===== config.mk =====
export PLATFORM = sky130hd
export DESIGN_NAME = rotate_disp_n
export DESIGN_NICKNAME = d
export VERILOG_FILES = /design/src/rtl/rotate_disp_n.sv
export SDC_FILE = /design/constraint.sdc
export NUM_CORES = 1
export LEC_CHECK = 0
export CORE_MARGIN = 4
export CORE_UTILIZATION = 60
export CTS_BUF_LIST = sky130_fd_sc_hd__clkbuf_4 sky130_fd_sc_hd__clkbuf_8
export DETAILED_ROUTE_END_ITERATION = 6
export PLACE_DENSITY = 0.81
export REMOVE_ABC_BUFFERS = 1
export SYNTH_ARGS = -nofsm -noshare
export SYNTH_HDL_FRONTEND = slang
export SYNTH_SLANG_ARGS = --single-unit

===== constraint.sdc =====
create_clock -name clk -period 3.31 [get_ports clk]
set_input_delay 0.662 -clock clk [delete_from_list [all_inputs] [get_ports clk]]
set_output_delay 0.662 -clock clk [all_outputs]
set_load 0.05 [all_outputs]

===== src/rtl/rotate_disp_n.sv =====
// Rotating-square engine for an NDIG-digit multiplexed seven-segment display (active-low pins).
// Optional feature: define ROTATE_TRAIL_EN to also draw the previous position as a trail.
module rotate_disp_n #(
    parameter int NDIG     = 4,
    parameter int STEP_CYC = 25_000_000,
    parameter int SCAN_CYC = 50_000
) (
    input  logic                      clk,
    input  logic                      reset,
    input  logic                      enable,
    input  logic                      clockwise,
    output logic [NDIG-1:0]           an,
    output logic [7:0]                digit,
    output logic [$clog2(2*NDIG)-1:0] pos
);

    localparam int PW = $clog2(2*NDIG);
    localparam int TW = (STEP_CYC > 1) ? $clog2(STEP_CYC) : 1;
    localparam int SW = (SCAN_CYC > 1) ? $clog2(SCAN_CYC) : 1;
    localparam int IW = $clog2(NDIG);

    localparam logic [PW-1:0] POS_LAST  = PW'(2*NDIG-1);
    localparam logic [TW-1:0] TCNT_LAST = TW'(STEP_CYC-1);
    localparam logic [SW-1:0] SCNT_LAST = SW'(SCAN_CYC-1);
    localparam logic [IW-1:0] SIDX_LAST = IW'(NDIG-1);

    localparam logic [7:0] SEG_UPPER = 8'b1001_1100;
    localparam logic [7:0] SEG_LOWER = 8'b1010_0011;
    localparam logic [7:0] SEG_BLANK = 8'hFF;

    // Pattern that position p paints on digit d: upper squares run left to right, lower ones back.
    function automatic logic [7:0] square_seg(input logic [PW-1:0] p, input logic [IW-1:0] d);
        logic [7:0] seg;
        seg = SEG_BLANK;
        if (int'(p) < NDIG) begin
            if (int'(d) == NDIG - 1 - int'(p)) seg = SEG_UPPER;
            else                               seg = SEG_BLANK;
        end else begin
            if (int'(d) == int'(p) - NDIG) seg = SEG_LOWER;
            else                           seg = SEG_BLANK;
        end
        return seg;
    endfunction

    logic [TW-1:0]   r_tcnt;
    logic [PW-1:0]   r_pos;
    logic [SW-1:0]   r_scnt;
    logic [IW-1:0]   r_sidx;
    logic [NDIG-1:0] r_an;
    logic [7:0]      r_digit;

    logic            w_step;
    logic [TW-1:0]   w_tcnt_nxt;
    logic [PW-1:0]   w_pos_nxt;
    logic [SW-1:0]   w_scnt_nxt;
    logic [IW-1:0]   w_sidx_nxt;
    logic [NDIG-1:0] w_an_nxt;
    logic [7:0]      w_digit_nxt;

`ifdef ROTATE_TRAIL_EN
    logic [PW-1:0]   r_trail;
    logic [PW-1:0]   w_trail_nxt;
`endif

    // Step timer and position sequencer; direction is only looked at on the step cycle.
    always_comb begin
        w_step     = enable && (r_tcnt == TCNT_LAST);
        w_tcnt_nxt = r_tcnt;
        w_pos_nxt  = r_pos;
        if (!enable) begin
            w_tcnt_nxt = '0;
        end else if (w_step) begin
            w_tcnt_nxt = '0;
        end else begin
            w_tcnt_nxt = r_tcnt + TW'(1);
        end
        if (w_step) begin
            if (clockwise) w_pos_nxt = (r_pos == POS_LAST) ? '0 : r_pos + PW'(1);
            else           w_pos_nxt = (r_pos == '0) ? POS_LAST : r_pos - PW'(1);
        end else begin
            w_pos_nxt = r_pos;
        end
    end

    // Free-running scan prescaler and digit index, plus next anode/segment values.
    always_comb begin
        w_scnt_nxt = r_scnt;
        w_sidx_nxt = r_sidx;
        w_an_nxt   = '1;
        if (r_scnt == SCNT_LAST) begin
            w_scnt_nxt = '0;
            w_sidx_nxt = (r_sidx == SIDX_LAST) ? '0 : r_sidx + IW'(1);
        end else begin
            w_scnt_nxt = r_scnt + SW'(1);
            w_sidx_nxt = r_sidx;
        end
        for (int i = 0; i < NDIG; i++) begin
            w_an_nxt[i] = (IW'(i) != r_sidx);
        end
`ifdef ROTATE_TRAIL_EN
        w_digit_nxt = square_seg(r_pos, r_sidx) & square_seg(r_trail, r_sidx);
`else
        w_digit_nxt = square_seg(r_pos, r_sidx);
`endif
    end

`ifdef ROTATE_TRAIL_EN
    // Trail follows the old position on a step and collapses onto pos while frozen.
    always_comb begin
        w_trail_nxt = r_trail;
        if (w_step || !enable) w_trail_nxt = r_pos;
        else                   w_trail_nxt = r_trail;
    end

    // Trail register.
    always_ff @(posedge clk or negedge reset) begin
        if (!reset) r_trail <= '0;
        else        r_trail <= w_trail_nxt;
    end
`endif

    // State and output registers.
    always_ff @(posedge clk or negedge reset) begin
        if (!reset) begin
            r_tcnt  <= '0;
            r_pos   <= '0;
            r_scnt  <= '0;
            r_sidx  <= '0;
            r_an    <= '1;
            r_digit <= SEG_BLANK;
        end else begin
            r_tcnt  <= w_tcnt_nxt;
            r_pos   <= w_pos_nxt;
            r_scnt  <= w_scnt_nxt;
            r_sidx  <= w_sidx_nxt;
            r_an    <= w_an_nxt;
            r_digit <= w_digit_nxt;
        end
    end

    assign an    = r_an;
    assign digit = r_digit;
    assign pos   = r_pos;

endmodule

==> impl_metrics.json <==
{
  "status": "finished clean",
  "grt_pass1_wl_um": 7870,
  "cts_bufs_inserted": 5,
  "number_of_instances_in_the_synthesized_netlist": 248,
  "global_route.overflow_total": 0,
  "maxCapViolCount": 0,
  "detailroute.via_count": 1697,
  "floorplan.die_area_mm2": 0.00545,
  "htreeDepth": 2,
  "synth_enable_flop_cells": 0,
  "tritoncts_num_sinks": 53,
  "cp_slowest_cell": "or4_4",
  "start_util": 0.637,
  "clock_tree.root_cell": "clkbuf_8",
  "post_route_setup_tns_ps": 0,
  "number_of_antenna_violations_at_the_first_check_in_global_routing": 0,
  "drt-initial-drc-count": 124,
  "worstSetupPathType": "in2reg",
  "final_net_count": 280,
  "reg2reg_setup_slack_ps": 1110,
  "worst-endpoint-arrival_ps": 2550,
  "row_count": 23,
  "synth_cell_type_count": 39,
  "most_repeated_cell_in_the_gate_level_netlist_after_synthesis": "dfrtp_1",
  "area.growth.synth_to_final_pct": 10.9,
  "die_h_um": 73.8,
  "drt-wirelength-per-cell_um": 13.5,
  "placement.setup.worst_slack_ps": 634,
  "clock_slew_seen_by_the_registers_of_the_worst_setup_and_hold_paths_ps": 90,
  "critical_path_peak_fanout": 14,
  "die_w_um": 73.8,
  "via_per_inst": 5.35,
  "fin_crit_ps": 2370,
  "synthDominantAreaCellType": "dfrtp_1",
  "final_hold_viol_count": 0,
  "worstPathRequired_ps": 3490,
  "worst_slew_margin_rel": 0.499,
  "p_leak_nw": 1.26,
  "final_core_util": 0.706,
  "gp_weighted_congestion": 0.797,
  "final_report_setup_violation_count": 0,
  "setup.worst_path.end_class": "flop",
  "port_buffers": 17,
  "peakVddDrop_mv": 0.248,
  "post_synth_main_area_contributors": "dfrtp_1 (44%), xor2_1 (8.8%), dfstp_2 (7.1%), nor2_1 (5.3%), ha_1 (4.8%)",
  "clk-insertion-delay-late_ps": 300,
  "top_level_pins": 19,
  "crit_chain": "clkdlybuf4s50_1, nand4b_1, or4_4, nand2_1, buf_4, nor2_1",
  "post_dp_cell_area_mm2": 0.00279,
  "achievable_frequency_ghz": 0.422,
  "grt_max_degree": 20,
  "detail_route.wirelength_um": 4290,
  "synthArstFlopShare": 1.00,
  "ff2ff_path_depth": 6,
  "cts.hold.buffers_added": 0,
  "ys.warnings.count": 0,
  "cts_post_setup_buffers_inserted": 0,
  "core_region_area_mm2": 0.00409,
  "worst_slack_ps": 940,
  "cts_max_path_buffers": 2,
  "post-route-cell-area_mm2": 0.00289,
  "timing.critical_path.slowest_cell_delay_ps": 600,
  "ys_seq_elements": 53,
  "netlist_area_mm2": 0.00260,
  "start_kind": "input port",
  "timing.rr.end": "r_tcnt[3]",
  "main_synth_ff_type": "dfrtp_1",
  "detail_placement_hpwl_um": 3140,
  "rsz0062_at_grt": "false",
  "post-route-period-util": 0.716,
  "cts_resized": 0,
  "tightest_slew_ps": 745,
  "synth_top_area_frac": 0.443,
  "fin_total_pwr_mw": 1.07,
  "num_antenna_cells": 0,
  "synth_commonest_cells": "dfrtp_1 (46), nor2_1 (37), xor2_1 (26)",
  "regToRegStartpoint": "r_tcnt[0]",
  "final-max-slew-violation-count": 0,
  "yosysSeqAreaShare": 0.513,
  "syn-mean-instance-area_um2": 10.5,
  "power_per_cell_area_mw_per_mm2": 371,
  "remaining_drc_errors": 0,
  "clock_tree_from_tritoncts": "done",
  "ant_nets": 0,
  "first_global_vias": 1766,
  "critPathTopFamily": "simple AND/OR/NAND/NOR gates",
  "share_of_post_route_cells_with_drive_strength_above_1": 0.116,
  "timing.critical_path.buf_inv": 2,
  "gr-usage-all-layers": 0.185,
  "drt_first_pass_iters": 4,
  "hp-class": "in2async",
  "clock_skew_ps": 9.74
}
sequential cells by signal, summed over array words and instances (netlist names):
name    cells
an          4
r_scnt     16
r_sidx      2
r_tcnt     25
pos         3
digit       3
worst max path at each step:
stage / startpoint / slack [ps] / depth (start not counted) / to
3_5_place_dp: enable / 630 / 6 / r_tcnt[3]
2_1_floorplan: r_scnt[4] / 1270 / 5 / r_scnt[14]
5_1_grt: enable / 830 / 6 / r_tcnt[24]
3_3_place_gp: enable / 680 / 6 / r_tcnt[3]
6_report: enable / 940 / 6 / r_tcnt[3]
4_1_cts: enable / 950 / 6 / r_tcnt[3]
placed cells by master, fill, tap and decap left out, types with 4 or more instances in the layout:
cell and instances:
dfrtp_1 46, nor2_1 37, inv_1 11, nand4_1 9, dfstp_2 7, xor2_1 26, buf_4 4, xnor2_1 12
clkdlybuf4s50_1 16, nand3_1 18, ha_1 10, nand2_1 21, clkbuf_8 5, o21ai_0 5
per-layer routing:
layer | up-vias | GRT usage | part of all wire
met3 | 2 | 0.0328 | 0.033
met4 | 0 | 0.0584 | 0.0068
met2 | 22 | 0.306 | 0.50
li1 | 858 | - | -
met1 | 815 | 0.248 | 0.46
met5 | - | 0 | 0
cell families (layout without fill, tap and decap cells):
logic type	after synthesis	after routing	share of synthesized area
AO/OA/AOI/OAI	9	9	0.0216
XOR/XNOR	38	38	0.128
adder cells (fa/ha/maj)	10	10	0.0481
buffers and inverters	21	40	0.0414
flip-flops	53	53	0.513
other	1	1	0.00144
AND/OR/NAND/NOR	116	116	0.246
layout make-up:
cell class                      instances  area, um^2
Sequential cell                        53        1340
Fill cell                             318        1200
Multi-Input combinational cell        174        1160
Timing Repair Buffer                   21         195
Clock buffer                            6        76.3
Tap cell                               50        62.6
Inverter                               11        41.3
Clock inverter                          2        16.3
stage by stage:
step | instances | hold WS, ps
6_report | 317 | 269
5_1_grt | 317 | 293
4_1_cts | 317 | 277
3_5_place_dp | 309 | 462
3_3_place_gp | 309 | 450
2_1_floorplan | 238 | 366
power by group:
part	total [mW]	internal [mW]	leakage (nW)	switching, mW
sequential	0.659	0.653	0.697	0.00578
combinational	0.0526	0.0150	0.520	0.0377
clock	0.358	0.159	0.0448	0.200
total	1.07	0.827	1.26	0.243
Note: power is estimated with default switching activity, not from simulation.
